--- config.mk ---
export PLATFORM = sky130hd
export DESIGN_NAME = i2s_adc_receiver_flat
export DESIGN_NICKNAME = d
export VERILOG_FILES = /design/src/rtl/i2s_adc_receiver_if.sv /design/src/rtl/i2s_adc_receiver.sv /design/src/flat_wrapper.sv
export SDC_FILE = /design/constraint.sdc
export NUM_CORES = 1
export LEC_CHECK = 0
export ABC_AREA = 1
export CELL_PAD_IN_SITES_DETAIL_PLACEMENT = 1
export CELL_PAD_IN_SITES_GLOBAL_PLACEMENT = 1
export CORE_ASPECT_RATIO = 0.6
export CORE_UTILIZATION = 41
export CTS_CLUSTER_SIZE = 16
export DETAILED_ROUTE_END_ITERATION = 10
export GPL_ROUTABILITY_DRIVEN = 0
export PLACE_DENSITY = 0.89
export SLEW_MARGIN = 10
export SYNTH_ARGS = -nofsm -noshare
export SYNTH_HDL_FRONTEND = slang
export SYNTH_SLANG_ARGS = --single-unit
--- constraint.sdc ---
create_clock -name CLOCK_50 -period 1.4 [get_ports CLOCK_50]
set_input_delay 0.28 -clock CLOCK_50 [delete_from_list [all_inputs] [get_ports CLOCK_50]]
set_output_delay 0.28 -clock CLOCK_50 [all_outputs]
set_load 0.05 [all_outputs]
--- src/rtl/i2s_adc_receiver_if.sv ---
// i2s_adc_receiver_if
//   Groups the codec serial pins and the published stereo sample bus of the
//   I2S ADC receiver.
//   Signals:
//     AUD_BCLK     codec bit clock (asynchronous to the system clock)
//     AUD_ADCLRCK  codec word clock; 0 = left, 1 = right
//     AUD_ADCDAT   codec serial ADC data, MSB first
//     out_L/out_R  signed left/right sample of the latest complete pair
//     out_valid    one-cycle strobe, out_L/out_R just updated
//     frame_err    one-cycle strobe, word clock edge cut a word short
//   Modports:
//     slave   the receiver (consumes pins, drives the sample bus)
//     master  the codec/consumer side (drives pins, reads the sample bus)
interface i2s_adc_receiver_if #(
    parameter int OUT_WIDTH = 32
);
    logic                 AUD_BCLK;
    logic                 AUD_ADCLRCK;
    logic                 AUD_ADCDAT;
    logic [OUT_WIDTH-1:0] out_L;
    logic [OUT_WIDTH-1:0] out_R;
    logic                 out_valid;
    logic                 frame_err;

    modport slave (
        input  AUD_BCLK, AUD_ADCLRCK, AUD_ADCDAT,
        output out_L, out_R, out_valid, frame_err
    );

    modport master (
        output AUD_BCLK, AUD_ADCLRCK, AUD_ADCDAT,
        input  out_L, out_R, out_valid, frame_err
    );
endinterface

--- src/rtl/i2s_adc_receiver.sv ---
// i2s_adc_receiver
//   Deserializes the codec I2S ADC stream into signed OUT_WIDTH-bit stereo
//   samples. Codec pins are synchronized into CLOCK_50; a left/right pair is
//   published together with a one-cycle out_valid strobe.
//   Parameters:
//     SAMPLE_BITS  bits captured per channel word (16..32), MSB first
//     OUT_WIDTH    published sample width, sign-extended from SAMPLE_BITS
//   Ports:
//     CLOCK_50  system clock
//     resetn    asynchronous active-low reset
//     bus       i2s_adc_receiver_if.slave: codec pins in, sample bus out
module i2s_adc_receiver #(
    parameter int SAMPLE_BITS = 24,
    parameter int OUT_WIDTH   = 32
) (
    input logic               CLOCK_50,
    input logic               resetn,
    i2s_adc_receiver_if.slave bus
);
    localparam int CNT_W = $clog2(SAMPLE_BITS + 1);
    localparam logic [CNT_W-1:0] LAST_BIT = CNT_W'(SAMPLE_BITS - 1);

    typedef enum logic [2:0] {S_IDLE, S_SKIP, S_SHIFT, S_DONE, S_WAIT} state_t;

    state_t state, state_next;

    logic bclk_meta, bclk_sync, bclk_prev;
    logic lr_meta, lr_sync, lr_prev;
    logic dat_meta, dat_sync;
    logic bclk_rise, lr_edge;

    logic [CNT_W-1:0]       bit_cnt;
    logic [SAMPLE_BITS-1:0] shift_reg;
    logic [SAMPLE_BITS-1:0] pending_l;
    logic                   left_ok;
    logic                   word_right;

    logic [OUT_WIDTH-1:0] out_l_q, out_r_q;
    logic                 out_valid_q, frame_err_q;

    logic   clr_cnt, do_shift, word_done, store_left, publish, clear_left_ok, raise_err;
    state_t realign_state;

    function automatic logic [OUT_WIDTH-1:0] sign_extend(input logic [SAMPLE_BITS-1:0] w);
        return OUT_WIDTH'($signed(w));
    endfunction

    // Two flops per pin for metastability, a third on BCLK/LRCK for edge detect
    always_ff @(posedge CLOCK_50 or negedge resetn) begin
        if (!resetn) begin
            bclk_meta <= 1'b0;
            bclk_sync <= 1'b0;
            bclk_prev <= 1'b0;
            lr_meta   <= 1'b0;
            lr_sync   <= 1'b0;
            lr_prev   <= 1'b0;
            dat_meta  <= 1'b0;
            dat_sync  <= 1'b0;
        end else begin
            bclk_meta <= bus.AUD_BCLK;
            bclk_sync <= bclk_meta;
            bclk_prev <= bclk_sync;
            lr_meta   <= bus.AUD_ADCLRCK;
            lr_sync   <= lr_meta;
            lr_prev   <= lr_sync;
            dat_meta  <= bus.AUD_ADCDAT;
            dat_sync  <= dat_meta;
        end
    end

    assign bclk_rise = bclk_sync & ~bclk_prev;
    assign lr_edge   = lr_sync ^ lr_prev;

    // A bit-clock rise coinciding with the word-clock edge serves as the
    // I2S delay bit, so the new word starts shifting immediately
    assign realign_state = bclk_rise ? S_SHIFT : S_SKIP;

    always_ff @(posedge CLOCK_50 or negedge resetn) begin
        if (!resetn) begin
            state <= S_IDLE;
        end else begin
            state <= state_next;
        end
    end

    // Word-clock edges always win: they realign the receiver to the new
    // channel from any state, and flag an error if a word was cut short
    always_comb begin
        state_next    = state;
        clr_cnt       = 1'b0;
        do_shift      = 1'b0;
        word_done     = 1'b0;
        store_left    = 1'b0;
        publish       = 1'b0;
        clear_left_ok = 1'b0;
        raise_err     = 1'b0;
        case (state)
            S_IDLE: begin
                if (lr_edge) begin
                    state_next = realign_state;
                    clr_cnt    = 1'b1;
                end
            end
            S_SKIP: begin
                if (lr_edge || bclk_rise) begin
                    state_next = lr_edge ? realign_state : S_SHIFT;
                    clr_cnt    = 1'b1;
                end
            end
            S_SHIFT: begin
                if (lr_edge) begin
                    raise_err     = 1'b1;
                    clear_left_ok = 1'b1;
                    clr_cnt       = 1'b1;
                    state_next    = realign_state;
                end else if (bclk_rise) begin
                    do_shift = 1'b1;
                    if (bit_cnt == LAST_BIT) begin
                        word_done  = 1'b1;
                        state_next = S_DONE;
                    end
                end
            end
            S_DONE: begin
                if (!word_right) begin
                    store_left = 1'b1;
                end else begin
                    publish       = left_ok;
                    clear_left_ok = 1'b1;
                end
                if (lr_edge) begin
                    state_next = realign_state;
                    clr_cnt    = 1'b1;
                end else begin
                    state_next = S_WAIT;
                end
            end
            S_WAIT: begin
                if (lr_edge) begin
                    state_next = realign_state;
                    clr_cnt    = 1'b1;
                end
            end
            default: begin
                state_next = S_IDLE;
            end
        endcase
    end

    // Shift register, left-word holding register and the published pair
    always_ff @(posedge CLOCK_50 or negedge resetn) begin
        if (!resetn) begin
            bit_cnt     <= '0;
            shift_reg   <= '0;
            pending_l   <= '0;
            left_ok     <= 1'b0;
            word_right  <= 1'b0;
            out_l_q     <= '0;
            out_r_q     <= '0;
            out_valid_q <= 1'b0;
            frame_err_q <= 1'b0;
        end else begin
            out_valid_q <= publish;
            frame_err_q <= raise_err;
            if (clr_cnt) begin
                bit_cnt <= '0;
            end else if (do_shift) begin
                bit_cnt <= bit_cnt + 1'b1;
            end
            if (do_shift) begin
                shift_reg <= {shift_reg[SAMPLE_BITS-2:0], dat_sync};
            end
            if (word_done) begin
                word_right <= lr_sync;
            end
            if (store_left) begin
                pending_l <= shift_reg;
                left_ok   <= 1'b1;
            end else if (clear_left_ok) begin
                left_ok <= 1'b0;
            end
            if (publish) begin
                out_l_q <= sign_extend(pending_l);
                out_r_q <= sign_extend(shift_reg);
            end
        end
    end

    assign bus.out_L     = out_l_q;
    assign bus.out_R     = out_r_q;
    assign bus.out_valid = out_valid_q;
    assign bus.frame_err = frame_err_q;
endmodule

--- src/flat_wrapper.sv ---
// flat-port wrapper written by rule: the top's interface ports become plain ports
module i2s_adc_receiver_flat 
#(
    parameter int SAMPLE_BITS = 24,
    parameter int OUT_WIDTH   = 32
)
  (CLOCK_50, resetn, bus_AUD_BCLK, bus_AUD_ADCLRCK, bus_AUD_ADCDAT, bus_out_L, bus_out_R, bus_out_valid, bus_frame_err);
  i2s_adc_receiver_if #(.OUT_WIDTH(OUT_WIDTH)) bus_i ();
  input logic CLOCK_50;
  input logic resetn;
  input wire logic [$bits(bus_i.AUD_BCLK)-1:0] bus_AUD_BCLK;
  input wire logic [$bits(bus_i.AUD_ADCLRCK)-1:0] bus_AUD_ADCLRCK;
  input wire logic [$bits(bus_i.AUD_ADCDAT)-1:0] bus_AUD_ADCDAT;
  output wire logic [$bits(bus_i.out_L)-1:0] bus_out_L;
  output wire logic [$bits(bus_i.out_R)-1:0] bus_out_R;
  output wire logic [$bits(bus_i.out_valid)-1:0] bus_out_valid;
  output wire logic [$bits(bus_i.frame_err)-1:0] bus_frame_err;
  assign bus_i.AUD_BCLK = bus_AUD_BCLK;
  assign bus_i.AUD_ADCLRCK = bus_AUD_ADCLRCK;
  assign bus_i.AUD_ADCDAT = bus_AUD_ADCDAT;
  assign bus_out_L = bus_i.out_L;
  assign bus_out_R = bus_i.out_R;
  assign bus_out_valid = bus_i.out_valid;
  assign bus_frame_err = bus_i.frame_err;
  i2s_adc_receiver #(.SAMPLE_BITS(SAMPLE_BITS), .OUT_WIDTH(OUT_WIDTH)) u_core (.CLOCK_50(CLOCK_50), .resetn(resetn), .bus(bus_i));
endmodule
==> impl_metrics.tcl <==
set metrics [dict create \
    clk_pin_slew_ps 60 \
    setup_violations 126 \
    clock_sinks 116 \
    ant_nets 0 \
    grt_max_degree 83 \
    fmax_ghz 0.603 \
    synthMostInstantiatedCell "nand2_1" \
    arrival_ps 1960 \
    critPathMaxFanout 16 \
    syn_area_sq_um 4560 \
    synth_nets 491 \
    start_kind "register" \
    fp.dieArea_sq_um 11600 \
    combPwrFrac_pct 21.9 \
    rr_worst_depth 6 \
    cts_max_level 4 \
    cts_tree "done" \
    avgRoutedWirePerCell_um 32.3 \
    status "complete, but fails checks" \
    final_max_slew_viol_count 0 \
    min_to "u_core.dat_meta$_DFF_PN0_" \
    fin_nets 603 \
    power.leakage_nw 3.83 \
    seqPwrFrac_pct 35.4 \
    timing.rr.end "u_core.pending_l[8]$_DFFE_PN0P_" \
    cts_buffer_depth 2 \
    worstReg2RegStart "u_core.state[2]$_DFFE_PN0P_" \
    first_pass_iters 7 \
    syn_area_per_cell_sq_um 9.41 \
    synth_common_cells "nand2_1 (178), dfrtp_1 (116), inv_1 (40), o21ai_0 (40), o21ai_1 (37)" \
    vias 4506 \
    diodes 0 \
    pin_count 71 \
    fillCellCount 937 \
    fin_cells 748 \
    min_period_over_period_pct 118 \
    slew_headroom_pct 67.0 \
    crit_type "reg -> reg" \
    tns_ps -13960 \
    ys_seq_area_share_pct 63.6 \
    period_needed_ps 1660 \
    antenna_found_initial 0 \
    switching_share_pct 33.2 \
    drt_first_iter_violations 407 \
    maxCapViolCount 0 \
    cts_root_buf "clkbuf_16" \
    hold_ws_ps 313 \
    rsz0062_at_grt "yes" \
    track_usage_pct 31.6 \
    path_cells "buf_6 -> nor2_4 -> buf_4 -> nand2_4 -> buf_12 -> o21ai_0" \
    yosys_warnings 0 \
    drive_gt1_share_pct 55.7 \
    ys_async_sr_fraction_pct 100 \
    cp_slowest_cell "dfrtp_1" \
    fin_skew_ps 15.4 \
    port-buffer-count 70 \
    dp_hpwl_um 8630 \
    vias_per_cell 6.02 \
    area_growth_pct 77.8 \
    finalWirelength_um 24100 \
    pwr-share-clk_pct 42.7 \
    hold_depth 1 \
    worstPathRequired_ps 1700 \
    violations "DRC, setup timing" \
    place_inst 676 \
    grt_pass1_vias 4473 \
    slowest_delay_ps 440 \
    p_sw_mw 3.50 \
    hold_start "bus_AUD_ADCDAT" \
    grt_overflow 0 \
    pre_cts_ws_ps -123 \
    power.density_nw_per_um2 1300 \
    synthCells 485 \
    min_path_type "in -> reg" \
    drc 4 \
    die_w_um 138 \
    yosysUniqueCellTypes 22 \
    final_core_util_pct 75.8 \
    post_dp_cell_area_sq_um 6070 \
    cts_buffers 17 \
    synth-edff-count 0 \
    fp.dieH_um 83.7 \
    synth_area_leader_cell "dfrtp_1" \
    fin_ws_ps -259 \
    synth_area_leaders "dfrtp_1 (64%), nand2_1 (15%), o21ai_0 (4.4%)" \
    peakVddDrop_mv 1.64 \
    internal-power_mw 7.05 \
    hold_viol 0 \
    ff2ff_setup_slack_ps -260 \
    start_util_pct 42.6 \
    placementRows 29 \
    worstMarginPinSlew_ps 495 \
    clock_latency_ps 440 \
    synth_top_area_share_pct 63.6 \
    core_sq_um 10700 \
    synthFlopType "dfrtp_1" \
    crit_path_end_kind "register" \
    grt_pass1_wl_um 26700 \
    power.total_mw 10.6 \
    ys_ff_latch 116 \
    final_area_sq_um 8110 \
]
-- layout by cell type, fill, tap and decap left out, types with 2 or more instances in the layout --
| master | n |
|---|---|
| clkdlybuf4s50_1 | 3 |
| buf_12 | 78 |
| clkbuf_16 | 29 |
| inv_2 | 5 |
| nor2_4 | 4 |
| nand3_1 | 5 |
| o21ai_0 | 13 |
| dfrtp_1 | 112 |
| nand2_1 | 66 |
| xor2_1 | 2 |
| o21ai_1 | 24 |
| clkinv_2 | 3 |
| dfrtp_2 | 4 |
| nand2_2 | 74 |
| nand3_2 | 6 |
| o21ai_2 | 39 |
| clkbuf_8 | 2 |
| clkinvlp_4 | 5 |
| clkbuf_1 | 3 |
| clkinv_8 | 2 |
| bufinv_16 | 2 |
| buf_4 | 21 |
| nand2_4 | 38 |
| inv_1 | 34 |
| nor2_2 | 3 |
| buf_6 | 11 |
| nand3_4 | 5 |
| nor2_1 | 5 |
-- worst max-delay path, delay by kind of cell, from the launching register on --
kind | cells | cell delay, ps
AO/OA/AOI/OAI | 1 | 310
buffers and inverters | 3 | 490
flip-flops | 1 | 440
AND/OR/NAND/NOR | 2 | 270
-- routing by layer --
layer / up-vias / GRT usage, % / part of all wire, %
met4: 0 / 16.3 / 6.4
met1: 2328 / 38.3 / 38
met2: 308 / 54.0 / 48
li1: 1738 / - / -
met3: 132 / 6.60 / 7.7
met5: - / 0 / 0
-- what timing repair did --
action,4_1_cts,5_1_grt
buffers inserted,10,11
pin swaps,8,27
hold buffers,1,0
gates cloned,1,18
setup endpoints to repair,90,121
endpoints found under the hold margin,116,0
gates resized for setup,40,248
-- power by group through the flow --
stage / combinational [mW] / clock [mW] / sequential, mW
after floorplan: 0.638 / 0 / 3.69
after CTS: 1.42 / 4.27 / 3.65
after detailed placement: 1.10 / 0 / 3.69
after global routing: 2.36 / 4.58 / 3.74
final: 2.31 / 4.51 / 3.73
after global placement: 0.975 / 0 / 3.67
-- worst max-delay path by stage --
| stage | startpoint | slack [ps] | to | depth (start not counted) |
|---|---|---|---|---|
| after floorplan | u_core.bus.out_L[23]$_DFFE_PN0P_ | 90 | bus_out_L[24] | 1 |
| after global placement | u_core.state[0]$_DFFE_PN0P_ | 100 | u_core.shift_reg[3]$_DFFE_PN0P_ | 7 |
| after detailed placement | u_core.state[0]$_DFFE_PN0P_ | -120 | u_core.shift_reg[4]$_DFFE_PN0P_ | 6 |
| after CTS | u_core.bus.out_R[23]$_DFFE_PN0P_ | -50 | bus_out_R[28] | 2 |
| after global routing | u_core.bus.out_R[23]$_DFFE_PN0P_ | -220 | bus_out_R[28] | 2 |
| final | u_core.state[2]$_DFFE_PN0P_ | -260 | u_core.pending_l[8]$_DFFE_PN0P_ | 6 |
-- cell families (layout without fill, tap and decap cells) --
logic type,after synthesis,in the layout,synth area share [%]
AO/OA/AOI/OAI,79,79,8.75
XOR/XNOR,3,3,0.576
adder cells (fa/ha/maj),1,1,0.274
buffers and inverters,78,202,8.67
flip-flops,116,116,63.6
AND/OR/NAND/NOR,208,208,18.1
-- final cells by class --
cell class / instances / area, sq um / area share (%)
sequential: 116 / 2910 / 35.8
tap: 139 / 174 / 2.14
clock buffer: 22 / 464 / 5.72
clock inverter: 9 / 105 / 1.30
multi-input combinational: 291 / 2040 / 25.2
inverter: 43 / 193 / 2.38
timing repair buffer: 128 / 2230 / 27.4
Power figures use the tool's default switching activity.
